===== config.mk =====
export PLATFORM = sky130hd
export DESIGN_NAME = mem_arbiter
export DESIGN_NICKNAME = d
export VERILOG_FILES = /design/src/rtl/mem_arbiter.sv
export SDC_FILE = /design/constraint.sdc
export NUM_CORES = 1
export LEC_CHECK = 0
export ABC_CLOCK_PERIOD_IN_PS = 1600
export CAP_MARGIN = 10
export CORE_AREA = 2 2 114 116
export CTS_CLUSTER_SIZE = 14
export DETAILED_ROUTE_END_ITERATION = 10
export DIE_AREA = 0 0 116 118
export PLACE_DENSITY = 0.56
export SYNTH_ARGS = -nofsm -noshare
export SYNTH_HDL_FRONTEND = slang
export SYNTH_SLANG_ARGS = --single-unit

===== constraint.sdc =====
create_clock -name clk -period 1.6 [get_ports clk]
set_input_delay 0.16 -clock clk [delete_from_list [all_inputs] [get_ports clk]]
set_output_delay 0.16 -clock clk [all_outputs]
set_load 0.1 [all_outputs]

===== src/rtl/mem_arbiter.sv =====
// Two-CPU round-robin arbiter in front of a single memory port, with a
// per-access wait-state timeout that forces an error completion.
module mem_arbiter #(
    parameter int AW      = 16,
    parameter int DW      = 16,
    parameter int TIMEOUT = 15
) (
    input  logic          clk,
    input  logic          reset,
    input  logic          req0,
    input  logic          req1,
    input  logic          rw0,
    input  logic          rw1,
    input  logic [AW-1:0] adr0,
    input  logic [AW-1:0] adr1,
    input  logic [DW-1:0] wdata0,
    input  logic [DW-1:0] wdata1,
    output logic          ack0,
    output logic          ack1,
    output logic          busy0,
    output logic          busy1,
    output logic          err,
    output logic [DW-1:0] rdata,
    output logic          mem_en,
    output logic          mem_rw,
    output logic [AW-1:0] mem_adr,
    output logic [DW-1:0] mem_wdata,
    input  logic [DW-1:0] mem_rdata,
    input  logic          mem_ready
);

    localparam int CW = $clog2(TIMEOUT) + 1;

    localparam logic [1:0] IDLE   = 2'd0;
    localparam logic [1:0] ACCESS = 2'd1;
    localparam logic [1:0] RESP   = 2'd2;

    logic [1:0]    state_q, state_d;
    logic          owner_q, owner_d;
    logic          last_q, last_d;
    logic [CW-1:0] cnt_q, cnt_d;
    logic          tmo_q, tmo_d;
    logic [DW-1:0] rdata_q, rdata_d;
    logic [AW-1:0] adr_q, adr_d;
    logic [DW-1:0] wdata_q, wdata_d;
    logic          rw_q, rw_d;
    logic          grantSel;

    // Under contention the CPU that did not win last time is served.
    assign grantSel = (req0 && req1) ? ~last_q : req1;

    always_comb begin
        state_d = state_q;
        owner_d = owner_q;
        last_d  = last_q;
        cnt_d   = cnt_q;
        tmo_d   = tmo_q;
        rdata_d = rdata_q;
        adr_d   = adr_q;
        wdata_d = wdata_q;
        rw_d    = rw_q;
        case (state_q)
            IDLE: begin
                if (req0 || req1) begin
                    owner_d = grantSel;
                    adr_d   = grantSel ? adr1 : adr0;
                    wdata_d = grantSel ? wdata1 : wdata0;
                    rw_d    = grantSel ? rw1 : rw0;
                    cnt_d   = '0;
                    state_d = ACCESS;
                end
            end
            ACCESS: begin
                if (mem_ready) begin
                    state_d = RESP;
                    if (rw_q) rdata_d = mem_rdata;
                end else if (cnt_q == CW'(TIMEOUT - 1)) begin
                    state_d = RESP;
                    tmo_d   = 1'b1;
                    if (rw_q) rdata_d = '1;
                end else begin
                    cnt_d = cnt_q + CW'(1);
                end
            end
            RESP: begin
                last_d  = owner_q;
                tmo_d   = 1'b0;
                rw_d    = 1'b1;
                cnt_d   = '0;
                state_d = IDLE;
            end
            default: state_d = IDLE;
        endcase
    end

    always_ff @(posedge clk or negedge reset) begin
        if (!reset) begin
            state_q <= IDLE;
            owner_q <= 1'b0;
            last_q  <= 1'b1;
            cnt_q   <= '0;
            tmo_q   <= 1'b0;
            rdata_q <= '0;
            adr_q   <= '0;
            wdata_q <= '0;
            rw_q    <= 1'b1;
        end else begin
            state_q <= state_d;
            owner_q <= owner_d;
            last_q  <= last_d;
            cnt_q   <= cnt_d;
            tmo_q   <= tmo_d;
            rdata_q <= rdata_d;
            adr_q   <= adr_d;
            wdata_q <= wdata_d;
            rw_q    <= rw_d;
        end
    end

    // All handshake outputs decode registered state only, so they never glitch.
    assign mem_en    = (state_q == ACCESS);
    assign ack0      = (state_q == RESP) && !owner_q;
    assign ack1      = (state_q == RESP) && owner_q;
    assign err       = (state_q == RESP) && tmo_q;
    assign busy0     = (state_q != IDLE) && owner_q;
    assign busy1     = (state_q != IDLE) && !owner_q;
    assign rdata     = rdata_q;
    assign mem_rw    = rw_q;
    assign mem_adr   = adr_q;
    assign mem_wdata = wdata_q;

endmodule


* Yosys cells after proc, flatten, opt, wreduce, memory -nomap -nowiden *
Cells that the tools add are included.

word-level totals
  logic and storage cells = 60
  flip-flop bits (word level) = 59

cells by class
  $add $sub $neg = 1
  mux-type cells = 21
  equal/unequal tests = 8
  reduce and logical (&&, ||, !) cells = 20
  bitwise operators = 1

operators by type and width
  operator               count
  $mux W16               6
  $mux W5                3
  $pmux W5 S3            1
  $reduce_bool A2 Y1     4
  $logic_and A1 B1 Y1    6
  $mux W2                3
  $ne A2 B2 Y1 const B   3
  $reduce_and A2 Y1      3
  $reduce_and A3 Y1      2
  $add A5 B1 Y5 const B  1
  $eq A5 B4 Y1 const B   1
  $mux W1                5
  $pmux W1 S2            2
  $pmux W2 S2            1
  $reduce_and A4 Y1      1
  $ne A3 B1 Y1 const B   1
  $reduce_bool A3 Y1     1
  $eq A2 B1 Y1 const B   1
  $eq A2 B2 Y1 const B   1
  $logic_not A2 Y1       1
  $ne A2 B1 Y1 const B   1
  $logic_not A1 Y1       1
  $logic_or A1 B1 Y1     1
  $not A1 Y1             1

* Longest topological paths before layout *
  depth after elaboration = 5
  mapped depth = 6

* Least setup slack after synthesis *
OpenSTA, ideal clock, no wires.

  kind = register to output
  start = register state_q[0]
  end = output busy0
  cell stages (with the launch flop) = 4
  buffers on the path = 1
  data required time = 1440 ps
  setup slack = -682 ps
  data arrival time = 2122 ps
  cell sequence = dfrtp_1 -> clkbuf_1 -> nor2_1 -> nor2b_1

on the way
  longest elaborated chain between the ends = 2

ends and longest elaborated chain
  element                   line  source
  start: declaration        38    logic [1:0] state_q, state_d;
  start signal: assignment  108   state_q <= state_d;
  $reduce_bool A2 Y1        125   assign busy0 = (state_q != IDLE) && owner_q;
  $logic_and A1 B1 Y1       125
  end: declaration          20    output logic busy0,

No other way between the ends.

* Final worst setup path *
  start = register last_q
  end = register adr_q[10], in the netlist mem_adr[10]

on the way
  longest elaborated chain between the ends = 3

ends and longest elaborated chain
  element                   line  source
  start: declaration        40    logic last_q, last_d;
  start signal: assignment  110   last_q <= last_d;
  $not A1 Y1                50    assign grantSel = (req0 && req1) ? ~last_q : req1;
  $mux W1                   50
  $mux W16                  66    adr_d = grantSel ? adr1 : adr0;
  end signal: assignment    114   adr_q <= adr_d;
  end: declaration          44    logic [AW-1:0] adr_q, adr_d;

No other way between the ends.
A chain may end at the register's enable or synchronous reset.

==> flow_metrics.tcl <==
set metrics [dict create \
    antenna_found_initial 0 \
    violations "setup timing" \
    grt_max_degree 60 \
    final_cell_mix "clkdlybuf4s50_1, buf_12, dfrtp_1" \
    grt-ovfl-total 0 \
    seq_area_um2 1480 \
    finalWorstSetupSlack_ps -13.3 \
    gp_congestion 0.806 \
    core.rowCount 41 \
    drcViolationCount 0 \
    die_h_um 118 \
    fmax_mhz 620 \
    die_area_um2 13700 \
    crit_arrival_ps 1810 \
    cts_max_level 3 \
    crit_required_ps 1790 \
    synth_top_cells_by_area "dfrtp_1, mux2_4, o22a_1" \
    port_buffers 141 \
    drt_wl_total_um 8300 \
    dp.cells 519 \
    numCtsBuffers 9 \
    ys_warn_count 0 \
    dieWidth_um 116 \
    syn_area_per_cell_um2 15.0 \
    start_util_pct 24.5 \
    yosysTopAreaCellShare_pct 47.0 \
    clock_latency_ps 320 \
    dr.pass1.iters 4 \
    grt_pass1_vias 2474 \
    setup_viol 15 \
    min_period_ps 1610 \
    antenna_left 0 \
    synthesis.area_um2 3040 \
    hold_class "input pin to asynchronous set/reset pin" \
    track_usage_pct 11.7 \
    syn_inst 202 \
    yosys.area.top_type "dfrtp_1" \
    final_common_cell "clkdlybuf4s50_1" \
    n_fill_cell 1121 \
    hold_slack_ps 375 \
    worst_pin_slew_ps 377 \
    rsz0062_at_grt "true" \
    syn2layout_area_growth_pct 88.5 \
    drt_iter0_markers 75 \
    startpoint_type "flip-flop" \
    dp_hpwl_um 5630 \
    multi_input_area_um2 1500 \
    vias_per_cell 4.23 \
    finalNetCount 458 \
    cts_tree "yes" \
    slew_viol_final 0 \
    utilization_pct 46.1 \
    wl_per_cell_um 15.2 \
    pin_count 142 \
    ys_types 41 \
    critical_path_class "flip-flop to flip-flop" \
    num_vias 2311 \
    cap_viol_max_count 0 \
    layoutNonFillerInstCount 546 \
    hold_viol 0 \
    finalCritPeriodShare_pct 101 \
    ys_async_sr_fraction_pct 100 \
    cts.sinks 59 \
    grt_pass1_wl_um 12500 \
    slew_headroom_pct 74.7 \
    status "complete, but fails checks" \
    critPathMaxFanout 8 \
    cts-root-buf "clkbuf_16" \
    core_um2 12400 \
    cp-end-kind "flip-flop" \
    layout-drive-gt1-share_pct 47.3 \
    synth_ff_type "dfrtp_1" \
    synth-edff-count 0 \
    finalClockSkew_ps 11.0 \
    clkTransAtPathRegs_ps 50 \
    finalSetupTns_ps -104 \
    seq_area_frac_synth_pct 48.7 \
    synth_nets 291 \
    cts.path.max_buffers 2 \
    num_antenna_cells 0 \
    ys_seq_elements 59 \
]
timing repair:
action	in CTS	in global routing
setup buffers	1	5
hold buffers	1	0
gates cloned	0	4
resized for setup	2	9
pin swaps	0	3
endpoints found under the hold margin	57	0
setup endpoints to repair	5	36
cell usage after synthesis (2+ instances only):
master	n
o22a_1	16
nor2b_1	2
dfrtp_1	57
and2_1	2
buf_6	7
and3b_1	2
nand2b_1	3
dfstp_2	2
o21ai_0	4
nand3_1	3
mux2_2	11
nor3_1	2
mux2i_1	4
nor2_1	6
mux2_4	53
ha_1	2
clkbuf_1	2
stage by stage:
step                worst slack, ps  instance area [µm²]
finish                        -13.3                 5720
global route                  -51.0                 5720
CTS                           -1.44                 5570
detailed placement             -279                 5280
global placement               -283                 5280
floorplan                      -169                 3050
worst paths after layout:
| check | slack [ps] | from | cells after the start | endpoint |
|---|---|---|---|---|
| hold reg to reg | 500 | tmo_q | 1 | tmo_q |
| hold / removal | 380 | reset | 3 | rdata[1] |
| setup reg to reg | -10 | last_q | 5 | mem_adr[10] |
| min in group clk | 450 | rw0 | 3 | mem_rw |
| setup / recovery | -10 | last_q | 5 | mem_adr[10] |
| max in group asynchronous | 900 | reset | 3 | mem_rw |
logic make-up (layout without fill, tap and decap cells):
| group | after synthesis | in the layout | synth area share [%] |
|---|---|---|---|
| multiplexers | 69 | 69 | 32.0 |
| flip-flops | 59 | 59 | 48.7 |
| adder cells (fa/ha/maj) | 2 | 2 | 0.824 |
| AO/OA/AOI/OAI | 31 | 31 | 8.74 |
| buffers and inverters | 11 | 183 | 3.13 |
| AND/OR/NAND/NOR | 30 | 30 | 6.60 |
worst max-delay path: stages (launching register included):
cell       delay (ps)
dfstp_2           570
a21boi_4           70
buf_6             130
clkbuf_16         170
mux2_4            300
mux2_4            250
layout make-up:
| type | count | share of cell area, % |
|---|---|---|
| clock buffers | 13 | 4.55 |
| well taps | 172 | 3.76 |
| inverters | 1 | 0.0656 |
| flip-flops and latches | 59 | 25.9 |
| multi-input cells | 132 | 26.1 |
| repair buffers | 166 | 39.4 |
| clock inverters | 3 | 0.262 |
sequential cells by signal (all words and copies together) (netlist names):
register   cells
rdata         16
state_q        2
mem_wdata     16
cnt_q          5
mem_adr       16
mem_rw         1
owner_q        1
last_q         1
tmo_q          1
layer usage:
metal,vias to the layer above,routed length [µm],part of all wire (%),global-route usage [%]
li1,1084,-,-,-
met1,1104,3570,43,14.5
met2,110,3860,47,18.4
met3,13,733,8.8,4.27
met4,0,133,1.6,4.24
met5,-,0,0,0
Power is left out: the tool's default activity adds up to more than one toggle a clock period on the data nets, which glitch-free logic cannot reach.
